File: config.mk
export PLATFORM = sky130hd
export DESIGN_NAME = rr_onehot_arbiter_flat
export DESIGN_NICKNAME = d
export VERILOG_FILES = /design/src/rtl/rr_onehot_arbiter_pkg.sv /design/src/rtl/rr_onehot_arbiter_if.sv /design/src/rtl/rr_onehot_arbiter_pick.sv /design/src/rtl/rr_onehot_arbiter.sv /design/src/flat_wrapper.sv
export SDC_FILE = /design/constraint.sdc
export NUM_CORES = 1
export LEC_CHECK = 0
export ABC_AREA = 1
export CAP_MARGIN = 0
export CORE_ASPECT_RATIO = 0.75
export CORE_MARGIN = 2
export CORE_UTILIZATION = 25
export CTS_CLUSTER_SIZE = 14
export DETAILED_ROUTE_END_ITERATION = 6
export DONT_BUFFER_PORTS = 1
export PLACE_DENSITY = 0.38
export REMOVE_ABC_BUFFERS = 1
export SLEW_MARGIN = 30
export SYNTH_ARGS = -nofsm -noshare
export SYNTH_HDL_FRONTEND = slang
export SYNTH_HIERARCHICAL = 1
export SYNTH_SLANG_ARGS = --single-unit
export TNS_END_PERCENT = 30
File: constraint.sdc
create_clock -name clk -period 3 [get_ports clk]
set_input_delay 0.6 -clock clk [delete_from_list [all_inputs] [get_ports clk]]
set_output_delay 0.6 -clock clk [all_outputs]
set_load 0.02 [all_outputs]
File: src/rtl/rr_onehot_arbiter_pkg.sv
// rr_onehot_arbiter_pkg: shared constants, state type and index-to-one-hot golden function
package rr_onehot_arbiter_pkg;
  localparam int N = 8;
  localparam int IDX_W = 3;
  typedef enum logic {IDLE, GRANT} state_t;
  function automatic logic [N-1:0] idx2onehot(input logic [IDX_W-1:0] i);
    logic [N-1:0] v;
    v = '0;
    v[i] = 1'b1;
    return v;
  endfunction
endpackage

File: src/rtl/rr_onehot_arbiter_if.sv
// rr_onehot_arbiter_if: request/grant bundle; master = arbiter side, slave = requester/encoder side
interface rr_onehot_arbiter_if;
  import rr_onehot_arbiter_pkg::*;
  logic [N-1:0] req;
  logic [N-1:0] grant;
  logic grant_valid;
  logic [IDX_W-1:0] grant_idx;
  logic preempt;
  modport master(input req, output grant, grant_valid, grant_idx, preempt);
  modport slave(output req, input grant, grant_valid, grant_idx, preempt);
endinterface

File: src/rtl/rr_onehot_arbiter_pick.sv
// rr_priority_pick: rotate req by ptr, take lowest set bit, unrotate to an absolute winner index
module rr_priority_pick
  import rr_onehot_arbiter_pkg::*;
(
  input  logic [N-1:0]     req,
  input  logic [IDX_W-1:0] ptr,
  output logic             found,
  output logic [IDX_W-1:0] win_idx
);
  logic [2*N-1:0] dbl;
  logic [N-1:0] rot;
  logic [IDX_W-1:0] off;
  always_comb begin
    dbl = {req, req} >> ptr;
    rot = dbl[N-1:0];
    off = '0;
    for (int i = N - 1; i >= 0; i--) off = rot[i] ? IDX_W'(i) : off;
  end
  assign found = |req;
  assign win_idx = ptr + off;
endmodule

File: src/rtl/rr_onehot_arbiter.sv
// rr_onehot_arbiter: 8-way round-robin arbiter with registered one-hot grant, index and hold-timeout preempt
module rr_onehot_arbiter
  import rr_onehot_arbiter_pkg::*;
#(
  parameter int MAX_HOLD = 16,
  parameter int CNT_W = 8
) (
  input logic clk,
  input logic rst_n,
  rr_onehot_arbiter_if.master bus
);
  state_t state, state_n;
  logic [IDX_W-1:0] ptr, ptr_n, w, w_n, win;
  logic [CNT_W-1:0] cnt, cnt_n;
  logic found, rel, tmo, pre_n, valid_d;
  logic [N-1:0] grant_d, grant_q;
  logic [IDX_W-1:0] idx_d, idx_q;
  logic valid_q, pre_q;
  rr_priority_pick u_pick (
    .req(bus.req),
    .ptr(ptr),
    .found(found),
    .win_idx(win)
  );
  always_ff @(posedge clk) begin
    if (!rst_n) begin
      state <= IDLE;
      ptr <= '0;
      w <= '0;
      cnt <= '0;
      grant_q <= '0;
      idx_q <= '0;
      valid_q <= 1'b0;
      pre_q <= 1'b0;
    end else begin
      state <= state_n;
      ptr <= ptr_n;
      w <= w_n;
      cnt <= cnt_n;
      grant_q <= grant_d;
      idx_q <= idx_d;
      valid_q <= valid_d;
      pre_q <= pre_n;
    end
  end
  always_comb begin
    state_n = state;
    ptr_n = ptr;
    w_n = w;
    cnt_n = cnt;
    pre_n = 1'b0;
    rel = !bus.req[w];
    tmo = (MAX_HOLD != 0) && (cnt == CNT_W'(MAX_HOLD - 1));
    if (state == IDLE) begin
      if (found) begin
        state_n = GRANT;
        w_n = win;
        cnt_n = '0;
      end
    end else if (rel || tmo) begin
      state_n = IDLE;
      ptr_n = w + IDX_W'(1);
      pre_n = !rel;
      cnt_n = '0;
    end else begin
      cnt_n = &cnt ? cnt : cnt + CNT_W'(1);
    end
  end
  always_comb begin
    valid_d = state_n == GRANT;
    grant_d = valid_d ? idx2onehot(w_n) : '0;
    idx_d = valid_d ? w_n : '0;
  end
  assign bus.grant = grant_q;
  assign bus.grant_idx = idx_q;
  assign bus.grant_valid = valid_q;
  assign bus.preempt = pre_q;
endmodule

File: src/flat_wrapper.sv
// flat-port wrapper written by rule: the top's interface ports become plain ports
module rr_onehot_arbiter_flat import rr_onehot_arbiter_pkg::*;
#(
  parameter int MAX_HOLD = 16,
  parameter int CNT_W = 8
)
  (clk, rst_n, bus_req, bus_grant, bus_grant_valid, bus_grant_idx, bus_preempt);
  rr_onehot_arbiter_if bus_i ();
  input logic clk;
  input logic rst_n;
  input wire logic [$bits(bus_i.req)-1:0] bus_req;
  output wire logic [$bits(bus_i.grant)-1:0] bus_grant;
  output wire logic [$bits(bus_i.grant_valid)-1:0] bus_grant_valid;
  output wire logic [$bits(bus_i.grant_idx)-1:0] bus_grant_idx;
  output wire logic [$bits(bus_i.preempt)-1:0] bus_preempt;
  assign bus_i.req = bus_req;
  assign bus_grant = bus_i.grant;
  assign bus_grant_valid = bus_i.grant_valid;
  assign bus_grant_idx = bus_i.grant_idx;
  assign bus_preempt = bus_i.preempt;
  rr_onehot_arbiter #(.MAX_HOLD(MAX_HOLD), .CNT_W(CNT_W)) u_core (.clk(clk), .rst_n(rst_n), .bus(bus_i));
endmodule
==> qor.yml <==
status:
  status: "finished, final reports clean"
sta:
  period_needed_ns: 2.82
  fmax_mhz: 354
  holdWs_ns: 0.426
  slew_viol_final: 0
  relSlewSlack: 0.633
  finalHoldViolations: 0
  worstMarginPinSlew_ns: 0.550
  setup_viol: 0
  rsz0062_at_grt: "yes"
  post-route-period-util: 0.941
  setup_slack_ns: 0.178
  skew_ns: 0.00843
placement:
  dp_slack_ns: 0.0140
  gp_congestion: 0.813
  port_buffers: 0
  hpwl_mm: 3.65
clock_network:
  cts-root-buf: "clkbuf_8"
  cts.sinks: 27
  clk_latency_ns: 0.28
  ctsHoldBuffers: 0
  h-tree-depth: 1
  cts_buffer_depth: 2
  cts_buffers: 3
  cts_tree: "yes"
  clk_pin_slew_ns: 0.11
setup_path:
  critPathArrivalTime_ns: 3.04
  path_buf_inv: 4
  path_class: "reg -> reg"
  end_kind: "flip-flop"
  crit_top_cell: "nand2_1"
  required_ns: 3.22
  crit_chain: "buf_6 -> nand2_4 -> nand3_2 -> nand2_2 -> nand2_2 -> nand2_2 -> nand2_1 -> nand2_1 -> nand2_1 -> nand2_1 -> nand2_1 -> a21oi_2 -> ha_2 -> inv_2 -> fa_2 -> inv_1 -> o21ai_2 -> inv_1 -> nor2_2 -> nand2_1 -> nor2_1"
  cp_slowest_cell: "fa_2"
  cp-start-kind: "flip-flop"
  crit_fanout: 4
  crit_family: "simple AND/OR/NAND/NOR gates"
  cpPeakStageDelay_ns: 0.50
global_routing:
  grt_remaining_overflow: 0
  grt_max_degree: 17
  gr-usage-all-layers: 0.120
  antenna_found_initial: 0
  grt_pass1_wl_mm: 8.07
  grt_pass1_vias: 1612
finish:
  antenna_cells: 0
  num-fill-cells: 847
  drive_above_1_share: 0.319
  final_common_cell: "nand2_1"
  area_growth_syn_to_layout_pct: 23.6
  layout_common_cells: "nand2_1, inv_1, nor2_1"
  finalNetCount: 332
synth:
  yosysTopAreaCell: "dfxtp_1"
  synth-seq-area-share: 0.283
  yosysWarnings: 6
  synth_seq_cells: 27
  synthCells: 297
  synth.avg_cell_area_um2: 6.43
  synth_area_leaders: "dfxtp_1, nand2_1, inv_1"
  synth_cell_types: 29
  syn_area_um2: 1910
  synth_top_area_share: 0.283
pwr:
  internal_power_w: 0.000878
  irDropWorstVdd_v: 0.000200
  swShare: 0.457
  p_per_area_nw_per_um2: 685
  seq_power_share: 0.324
  p_leak_nw: 1.17
  power_frac_comb: 0.540
  p_switching_w: 0.000740
  p_clk_frac: 0.136
die:
  start_util: 0.259
  die_h_um: 79.7
  num_rows: 27
  die-width_um: 105
  dieArea_um2: 8370
  boundaryPins: 23
  core_um2: 7360
route:
  viasPerCell: 4.22
  wl_mm: 4.85
  first_pass_iters: 4
  route.detailed.drc: 0
  drtIter0Drc: 79
  vias: 1764
  detail-route-antenna-nets: 0
  routedWlPerCell_um: 11.6
worst_hold_path:
  hp-class: "in -> reg"
flow_run:
  drv_cap: 0
[worst paths after layout]
path / startpoint / to / slack, ns / cells past startpoint
worst max-delay path: u_core/ptr[0] / u_core/bus.grant[0] / 0.18 / 21
worst min-delay path: rst_n / u_core/cnt[3] / 0.43 / 2
worst max register to register: u_core/ptr[0] / u_core/bus.grant[0] / 0.18 / 21
worst min register to register: u_core/cnt[4] / u_core/cnt[4] / 0.54 / 2
[layout make-up]
cell class	count	area (um^2)	area share
clock buffer	3	41.3	0.0175
clock inverter	1	7.51	0.00318
inverter	48	201	0.0853
multi-input combinational	217	1240	0.526
sequential	27	548	0.232
tap	101	126	0.0535
timing repair buffer	21	194	0.0821
[kinds of logic (layout without fill, tap and decap cells)]
group           count (synthesis)  after routing  synth area share
simple gates                  193            193             0.485
buf+inv                        53             73             0.128
flops                          27             27             0.283
compound gates                 15             15            0.0504
xor+xnor                        5              5            0.0229
fa+ha+maj                       4              4            0.0301
[registers in the layout (all words and copies together) (netlist names)]
signal	flops
u_core/bus.grant	8
u_core/bus.grant_idx	3
u_core/bus.grant_valid	1
u_core/bus.preempt	1
u_core/cnt	8
u_core/ptr	3
u_core/w	3
[metrics by stage]
stage	instances	utilization	setup TNS [ns]	total power (W)	instance area, um^2
after floorplan	292	-	0	0.00103	1860
after global placement	405	0.284	0	0.00127	2090
after detailed placement	405	0.284	0	0.00125	2090
after CTS	409	0.291	0	0.00149	2140
after global routing	418	0.321	-0.371	0.00178	2360
final	418	0.321	0	0.00162	2360
[power groups by stage]
| stage | sequential (W) | combinational [W] | clock, W |
|---|---|---|---|
| global route | 0.000533 | 0.000996 | 0.000250 |
| detailed placement | 0.000530 | 0.000724 | 0 |
| global placement | 0.000531 | 0.000736 | 0 |
| floorplan | 0.000517 | 0.000516 | 0 |
| finish | 0.000524 | 0.000874 | 0.000220 |
| CTS | 0.000523 | 0.000729 | 0.000234 |
[synthesized netlist by cell type]
library cell   n
nand2_1       93
inv_1         41
nor2_1        36
dfxtp_1       27
nand3_1       25
nand2_2       14
nand3_2       11
a21oi_1        6
xor2_1         5
nand4_1        4
o21ai_2        4
buf_6          3
ha_1           3
inv_2          3
nand2_4        3
o21ai_0        3
buf_4          2
nor2_2         2
nor4_1         2
a21oi_2        1
clkinv_2       1
clkinv_4       1
fa_1           1
inv_4          1
inv_8          1
nand3_4        1
nand3b_1       1
nor2_4         1
o21bai_1       1
[per-layer routing]
layer / up-vias / global-route usage / wire length (um)
li1: 956 / - / -
met1: 781 / 0.186 / 2650
met2: 25 / 0.167 / 1990
met3: 2 / 0.0269 / 195
met4: 0 / 0.0200 / 23
met5: - / 0 / 0
[what timing repair did]
action / in CTS / in global routing
setup endpoints to repair: 2 / 10
buffers inserted: 0 / 9
gates resized for setup: 1 / 44
pin swaps: 0 / 12
Power figures use the tool's default switching activity.
